### src/rtl/irq_pkg.sv
// irq_pkg: shared types and constants for the interrupt requester.
// FSM encoding, id-width helper and default timing constants.
package irq_pkg;

  typedef enum logic [1:0] {
    IDLE = 2'd0,
    REQ  = 2'd1,
    HOLD = 2'd2
  } irq_state_e;

  localparam int HOLDOFF_DEF = 8;
  localparam int TIMEOUT_DEF = 64;

  function automatic int IRQ_ID_W(input int n);
    return (n > 1) ? $clog2(n) : 1;
  endfunction

endpackage

### src/rtl/irq_edge_latch.sv
// irq_edge_latch: one request line's rising-edge detector and pending bit.
// A new edge in the same cycle as a clear keeps the bit set.
import irq_pkg::*;

module irq_edge_latch (
  input  logic clk,
  input  logic reset,
  input  logic src_i,
  input  logic clr_i,
  output logic pending_o
);

  logic src_q;
  logic pend_q;
  logic pend_d;
  logic rise;

  assign rise   = src_i & ~src_q;
  // Set has priority over clear so a fresh edge is never lost on ack
  assign pend_d = rise | (pend_q & ~clr_i);

  // Sample the line and hold the pending flag
  always_ff @(posedge clk or posedge reset) begin
    if (reset) begin
      src_q  <= 1'b0;
      pend_q <= 1'b0;
    end else begin
      src_q  <= src_i;
      pend_q <= pend_d;
    end
  end

  assign pending_o = pend_q;

endmodule

### src/rtl/irq_requester.sv
// irq_requester: fixed-priority interrupt initiator with ack hold-off.
// Optional request abandonment when IRQ_TIMEOUT_EN is defined.
module irq_requester
  import irq_pkg::*;
#(
  parameter int NUM_SRC = 4,
  parameter int HOLDOFF = HOLDOFF_DEF,
  parameter int TIMEOUT = TIMEOUT_DEF
) (
  input  logic                          clk,
  input  logic                          reset,
  input  logic [NUM_SRC-1:0]            irq_src,
  input  logic [NUM_SRC-1:0]            irq_mask,
  input  logic                          ack,
  output logic                          int_flag,
  output logic [IRQ_ID_W(NUM_SRC)-1:0]  irq_id,
  output logic [NUM_SRC-1:0]            pending,
  output logic                          busy,
  output logic                          timeout_err
);

  localparam int IW = IRQ_ID_W(NUM_SRC);
  localparam int HW = (HOLDOFF > 1) ? $clog2(HOLDOFF) : 1;

  irq_state_e   state_q, state_d;
  logic [IW-1:0] id_q, id_d;
  logic [HW-1:0] hcnt_q, hcnt_d;
  logic [NUM_SRC-1:0] cand;
  logic [NUM_SRC-1:0] clr;
  logic [IW-1:0] win;
  logic          clr_en;

  for (genvar g = 0; g < NUM_SRC; g++) begin : g_src
    irq_edge_latch u_latch (
      .clk      (clk),
      .reset    (reset),
      .src_i    (irq_src[g]),
      .clr_i    (clr[g]),
      .pending_o(pending[g])
    );
  end

  assign cand = pending & ~irq_mask;

  // Lowest unmasked pending index wins
  always_comb begin
    win = '0;
    for (int i = NUM_SRC - 1; i >= 0; i--) begin
      if (cand[i]) win = IW'(i);
    end
  end

  // One-hot clear of the source being serviced
  always_comb begin
    clr = '0;
    if (clr_en) clr[id_q] = 1'b1;
  end

`ifdef IRQ_TIMEOUT_EN
  localparam int TW = (TIMEOUT > 1) ? $clog2(TIMEOUT) : 1;
  logic [TW-1:0] tcnt_q, tcnt_d;
  logic          terr_q, terr_d;
`endif

  // Next-state logic: request, wait for ack, then enforce the gap
  always_comb begin
    state_d = state_q;
    id_d    = id_q;
    hcnt_d  = hcnt_q;
    clr_en  = 1'b0;
`ifdef IRQ_TIMEOUT_EN
    tcnt_d  = tcnt_q;
    terr_d  = terr_q;
`endif
    unique case (state_q)
      IDLE: begin
        if (|cand) begin
          id_d    = win;
          state_d = REQ;
`ifdef IRQ_TIMEOUT_EN
          tcnt_d  = '0;
`endif
        end
      end
      REQ: begin
        if (ack) begin
          clr_en  = 1'b1;
          hcnt_d  = HW'(HOLDOFF - 1);
          state_d = HOLD;
        end
`ifdef IRQ_TIMEOUT_EN
        else if (tcnt_q == TW'(TIMEOUT - 1)) begin
          clr_en  = 1'b1;
          terr_d  = 1'b1;
          hcnt_d  = HW'(HOLDOFF - 1);
          state_d = HOLD;
        end else begin
          tcnt_d = tcnt_q + 1'b1;
        end
`endif
      end
      HOLD: begin
        if (hcnt_q == '0) state_d = IDLE;
        else hcnt_d = hcnt_q - 1'b1;
      end
      default: state_d = IDLE;
    endcase
  end

  // State, id and hold-off registers
  always_ff @(posedge clk or posedge reset) begin
    if (reset) begin
      state_q <= IDLE;
      id_q    <= '0;
      hcnt_q  <= '0;
    end else begin
      state_q <= state_d;
      id_q    <= id_d;
      hcnt_q  <= hcnt_d;
    end
  end

`ifdef IRQ_TIMEOUT_EN
  // Ack-wait counter and sticky abandonment flag
  always_ff @(posedge clk or posedge reset) begin
    if (reset) begin
      tcnt_q <= '0;
      terr_q <= 1'b0;
    end else begin
      tcnt_q <= tcnt_d;
      terr_q <= terr_d;
    end
  end
  assign timeout_err = terr_q;
`else
  assign timeout_err = 1'b0;
`endif

  assign int_flag = (state_q == REQ);
  assign busy     = (state_q != IDLE);
  assign irq_id   = id_q;

endmodule

### config.mk
export PLATFORM = sky130hd
export DESIGN_NAME = irq_requester
export DESIGN_NICKNAME = d
export VERILOG_FILES = /design/src/rtl/irq_pkg.sv /design/src/rtl/irq_edge_latch.sv /design/src/rtl/irq_requester.sv
export SDC_FILE = /design/constraint.sdc
export NUM_CORES = 1
export LEC_CHECK = 0
export ABC_CLOCK_PERIOD_IN_PS = 3090
export CAP_MARGIN = 25
export CORE_AREA = 2 2 42 44
export CTS_CLUSTER_DIAMETER = 200
export DETAILED_ROUTE_END_ITERATION = 8
export DIE_AREA = 0 0 44 46
export PLACE_DENSITY_LB_ADDON = 0.25
export SLEW_MARGIN = 5
export SYNTH_ARGS = -nofsm -noshare
export SYNTH_HDL_FRONTEND = slang
export SYNTH_SLANG_ARGS = --single-unit
### constraint.sdc
create_clock -name clk -period 3.09 [get_ports clk]
set_input_delay 0.4635 -clock clk [delete_from_list [all_inputs] [get_ports clk]]
set_output_delay 0.4635 -clock clk [all_outputs]
set_load 0.005 [all_outputs]
; Yosys cells after proc, flatten, opt, wreduce, memory -nomap -nowiden
; Cells that the tools add are included.
[op_classes]
add_sub_neg = 1
mul = 0
div = 0
order_cmp = 2
eq_ne = 6
shifts = 0
mux = 16
bitwise_logic = 22
n_reduce_logical = 9
[ops]
columns = cell, count
row1 = $mux 2, 7
row2 = $and 1x1->1, 8
row3 = $ne 2x2->1 const B, 4
row4 = $not 1->1, 8
row5 = $mux 3, 2
row6 = $pmux 2 s3, 1
row7 = $pmux 3 s2, 1
row8 = $reduce_and 3->1, 2
row9 = $and 4x4->4, 1
row10 = $mux 4, 1
row11 = $not 4->4, 1
row12 = $or 1x1->1, 4
row13 = $reduce_bool 2->1, 2
row14 = $reduce_or 4->1, 1
row15 = $logic_not 3->1, 1
row16 = $lt 2x3->1 const B, 1
row17 = $mux 1, 3
row18 = $sub 3x1->3 const B, 1
row19 = $demux 1 s2, 1
row20 = $eq 2x1->1 const B, 1
row21 = $eq 2x2->1 const B, 1
row22 = $ge 2x1->1 const B, 1
row23 = $logic_not 2->1, 1
row24 = $reduce_and 2->1, 1
row25 = $logic_and 1x1->1, 1
[word_totals]
ff_bits = 15
latchBits = 0
mem_bits_rw = 0
romBits = 0
in_bits = 11
out_inout_bits = 9
word_cells = 67
n_memories = 0

; Depth between registers and ports, before layout
[logic_depth]
word_depth = 8
mapped_depth = 6
depth_no_buf = 6

; By module
; From an unflattened synthesis, not the netlist that was laid out.
[hier_totals]
hier_cells = 75
hier_area_um2 = 747.0
[by_module_without_submodules]
columns = mod, instances, cells_per_inst, area_each_um2, seq_area_each_um2
row1 = irq_requester, 1, 51, 451.7, 175.2
row2 = irq_edge_latch, 4, 6, 73.8, 50.0

; Worst setup path after synthesis
; No wires, ideal clock.
[synth_path]
kind = reg2reg
startpoint = register hcnt_q[0]
endpoint = register hcnt_q[0]
arrival_time_ns = 1.152
required_ns = 2.967
path_slack_ns = 1.815
stages_incl_launch_ff = 7
n_path_buf = 0
synth_period_minus_slack_ns = 1.275
path_cell_list = dfrtp_1 -> inv_1 -> ha_1 -> ha_1 -> nand2b_1 -> mux2i_1 -> nand2_1
[synth_via]
elab_chain_cells = 3
elab_cells_between_ends = 6
cone_classes = add/sub (1) / eq/ne (1) / mux (2) / reduce/logical (2)
[synth_rtl]
columns = element, line_no
row1 = start: declaration, irq_requester.sv:27  ; logic [HW-1:0] hcnt_q, hcnt_d;
row2 = start signal: assignment, irq_requester.sv:119  ; hcnt_q <= hcnt_d;
row3 = $sub 3x1->3 / $logic_not 3->1 (equally long branches), "irq_requester.sv:104, irq_requester.sv:103"
row4 = $mux 3 / $ne 2x2->1 (equally long branches), --
row5 = $pmux 3 s2 / $reduce_and 3->1 (equally long branches), --
; Several ways; a longest one is shown, not always the timed one. The select of a mux whose other input is x is not followed.
; A chain may end at the register's enable or synchronous reset.

; Final worst setup path
[layout_path]
startpoint = register state_q[0]
endpoint = output port busy
[layout_via]
elab_chain_cells = 1
[layout_rtl]
columns = element, line_no
row1 = start: declaration, irq_requester.sv:25  ; irq_state_e state_q, state_d;
row2 = start signal: assignment, irq_requester.sv:117  ; state_q <= state_d;
row3 = $reduce_bool 2->1, irq_requester.sv:140  ; assign busy = (state_q != IDLE);
row4 = end: declaration, irq_requester.sv:18  ; output logic busy,
; Every way passes these cells.

==> reports/metrics.yaml <==
outcome:
  outcome: "complete, no violations"
routing:
  num_vias: 553
  drtPass1Iterations: 3
  first_iter_violations: 4
  wire_length_reported_by_the_detailed_router_mm: 1.27
  routedWlPerCell_um: 11.9
  ant_nets: 0
  drt-vias-per-instance: 5.17
  route.detailed.drc: 0
cts:
  cts_setup_buffers: 0
  insertion_delay_ps: 280
  htree_levels: 1
  tritoncts.num_buffers: 3
  cts_hold_buffers: 0
  clockRootBuffer: "sky130_fd_sc_hd__clkbuf_4"
  path_clk_slew_ps: 90
  cts_repair_resize_count: 0
  clk_sinks: 15
  ctsLongestPathBuffers: 2
  tritoncts: "done"
grt:
  grt_overflow_total: 0
  antenna_found_initial: 0
  grt.total_usage: 0.139
  grt_first_pass_wirelength_mm: 2.01
  grt_max_degree: 16
  number_of_global_route_vias_before_repair: 492
run:
  maxCapViolations: 0
die:
  std_cell_rows: 15
  core_area_mm2: 0.00161
  die_h_um: 46
  initial_core_util: 0.457
  die_w_um: 44
  die_area_mm2: 0.00202
  number_of_primary_i_o_pins: 20
logic_synthesis:
  synth_cell_types: 23
  avgSynthCellArea_um2: 9.96
  synth_top_family_by_area: "compound AO/OA/AOI/OAI gates"
  syn-num-nets: 87
  synth-warning-count: 0
  synthXorXnorAreaFrac: 0
  ys_seq_elements: 15
  mappedNetlistArea_um2: 737
  synth.mux.area_fraction: 0.0136
  synth-compound-area-share: 0.170
  synthAdderAreaFrac: 0.0340
  fraction_of_the_mapped_netlist_area_in_simple_logic_gates: 0.154
  synthesis.instances: 74
  fraction_of_the_yosys_area_taken_by_sequential_cells: 0.509
place:
  buffer_ports.inserted: 18
  dp_cells: 103
  detail_placement_hpwl_um: 990
  gp_congestion: 0.763
worst_hold_path:
  timing.hold.worst_path_depth: 1
  min_path_type: "register to register"
cells_and_area:
  multi_input_area_um2: 278
  finish.utilization: 0.571
  layout.nets: 104
  flip_flop_and_latch_area_um2: 375
  filler_cell_count: 153
  drive_gt1_frac: 0.0556
  mostFrequentLayoutCell: "sky130_fd_sc_hd__clkdlybuf4s50_1"
  most-common-layout-cells: "18 x sky130_fd_sc_hd__clkdlybuf4s50_1, 15 x sky130_fd_sc_hd__dfrtp_1, 11 x sky130_fd_sc_hd__o21ai_0, 10 x sky130_fd_sc_hd__inv_1, 5 x sky130_fd_sc_hd__nor2b_1"
  antenna_cells: 0
  layout_stage_area_growth_over_the_synthesis_result_pct: 25.1
  fin_cells: 107
sta:
  hold_viol: 0
  setup_violations: 0
  final.hold.worst_slack_ps: 419
  min_period_over_period: 0.663
  setup_tns_ps: 0
  final_critical_delay_including_setup_and_external_delays_ps: 2050
  slew_violations: 0
  fin_skew_ps: 5.27
  maxSlewHeadroom: 0.633
  fmax_mhz: 488
  max_slew.worst_pin.slew_ps: 551
  setup_repair_after_global_routing_missed_its_margin: "false"
critical_path:
  r2r-start: "hcnt_q[0]"
  setup.worst_path.start_class: "register"
  crit_arrival_ps: 1590
  setup_crit_start: "state_q[0]"
  cell_depth_of_the_worst_flop_to_flop_path: 5
  timing.critical_path.fanout_max: 13
  crit_path_end: "busy"
  worstSetupPathType: "register to output port"
  endpoint_kind: "output port"
  worst-r2r-setup-slack_ps: 1690
  critical_path.reg2reg.endpoint: "hcnt_q[2]"
  cp_data_required_time_ps: 2630
power_and_ir_drop:
  power-per-cell-area_mw_per_mm2: 838
  p_leak_nw: 0.433
  vdd_ir_drop_max_mv: 0.387
-- logic make-up after synthesis --
kind of cell    count (synthesis)
compound gates                 20
fa+ha+maj                       2
buf+inv                        17
flops                          15
mux                             1
other cells                     1
simple gates                   18
-- Yosys cell counts --
library cell	instances	area, um2
sky130_fd_sc_hd__nand2b_1	4	25.0
sky130_fd_sc_hd__or3_1	1	6.26
sky130_fd_sc_hd__o21ai_1	1	5.00
sky130_fd_sc_hd__ha_1	2	25.0
sky130_fd_sc_hd__nor2b_1	5	31.3
sky130_fd_sc_hd__a22o_1	1	8.76
sky130_fd_sc_hd__mux2i_1	1	10.0
sky130_fd_sc_hd__o21ai_0	11	55.1
sky130_fd_sc_hd__buf_2	1	5.00
sky130_fd_sc_hd__o41a_1	1	11.3
sky130_fd_sc_hd__a22oi_1	2	15.0
sky130_fd_sc_hd__nand2_1	4	15.0
sky130_fd_sc_hd__nand4b_1	1	8.76
sky130_fd_sc_hd__o311ai_1	2	17.5
sky130_fd_sc_hd__buf_4	5	37.5
sky130_fd_sc_hd__dfrtp_1	15	375
sky130_fd_sc_hd__conb_1	1	3.75
sky130_fd_sc_hd__a21oi_1	1	5.00
sky130_fd_sc_hd__inv_2	1	3.75
sky130_fd_sc_hd__inv_1	10	37.5
sky130_fd_sc_hd__nand3b_4	1	20.0
sky130_fd_sc_hd__o31ai_1	1	7.51
sky130_fd_sc_hd__nor2_1	2	7.51
-- report_power, final --
group | internal, W | switching, W | leakage, nW | total (W)
logic | 0.000189 | 0.000132 | 0.254 | 0.000321
clock network | 0.0000500 | 0.0000593 | 0.0150 | 0.000109
registers | 0.000262 | 0.0000797 | 0.163 | 0.000342
total | 0.000502 | 0.000271 | 0.433 | 0.000773
-- layout make-up --
type                       instances  share of cell area
clock buffer                       4              0.0285
tap                               17              0.0231
inverter                          11              0.0448
sequential                        15               0.407
multi-input combinational         42               0.301
timing repair buffer              18               0.195
-- flip-flops by register name, indices dropped and copies added, names as in the netlist --
name and count:
g_src.u_latch.pending_o 4, g_src.u_latch.src_q 4, hcnt_q 3, irq_id 2, state_q 2
-- critical path, cell delays in order, from the launching register on --
cell                              delay (ps)
sky130_fd_sc_hd__dfrtp_1                 590
sky130_fd_sc_hd__nor2_1                  160
sky130_fd_sc_hd__inv_1                    80
sky130_fd_sc_hd__clkdlybuf4s50_1         490
-- metal layers --
layer	GRT usage	wire [um]	part of all wire
met5	0	0	0
met3	0.0516	59	0.046
met1	0.180	586	0.46
met4	0.0545	0	0
met2	0.212	625	0.49
-- how the worst min path moves through the flow --
stage                                      start                         end  slack (ps)
after floorplan                            reset  g_src[0].u_latch.pending_o         360
after global placement    g_src[0].u_latch.src_q  g_src[0].u_latch.pending_o         400
after detailed placement  g_src[0].u_latch.src_q  g_src[0].u_latch.pending_o         410
after CTS                 g_src[2].u_latch.src_q  g_src[2].u_latch.pending_o         430
after global routing      g_src[0].u_latch.src_q  g_src[0].u_latch.pending_o         450
final                     g_src[2].u_latch.src_q  g_src[2].u_latch.pending_o         420
-- metrics by stage --
stage | setup slack (ps) | total power [W] | cell area, um2
after floorplan | 1820 | 0.000542 | 737
after global placement | 1360 | 0.000661 | 896
after detailed placement | 1330 | 0.000673 | 896
after CTS | 1030 | 0.000785 | 922
after global routing | 911 | 0.000843 | 922
final | 1040 | 0.000773 | 922
(Power assumes the default switching activity.)
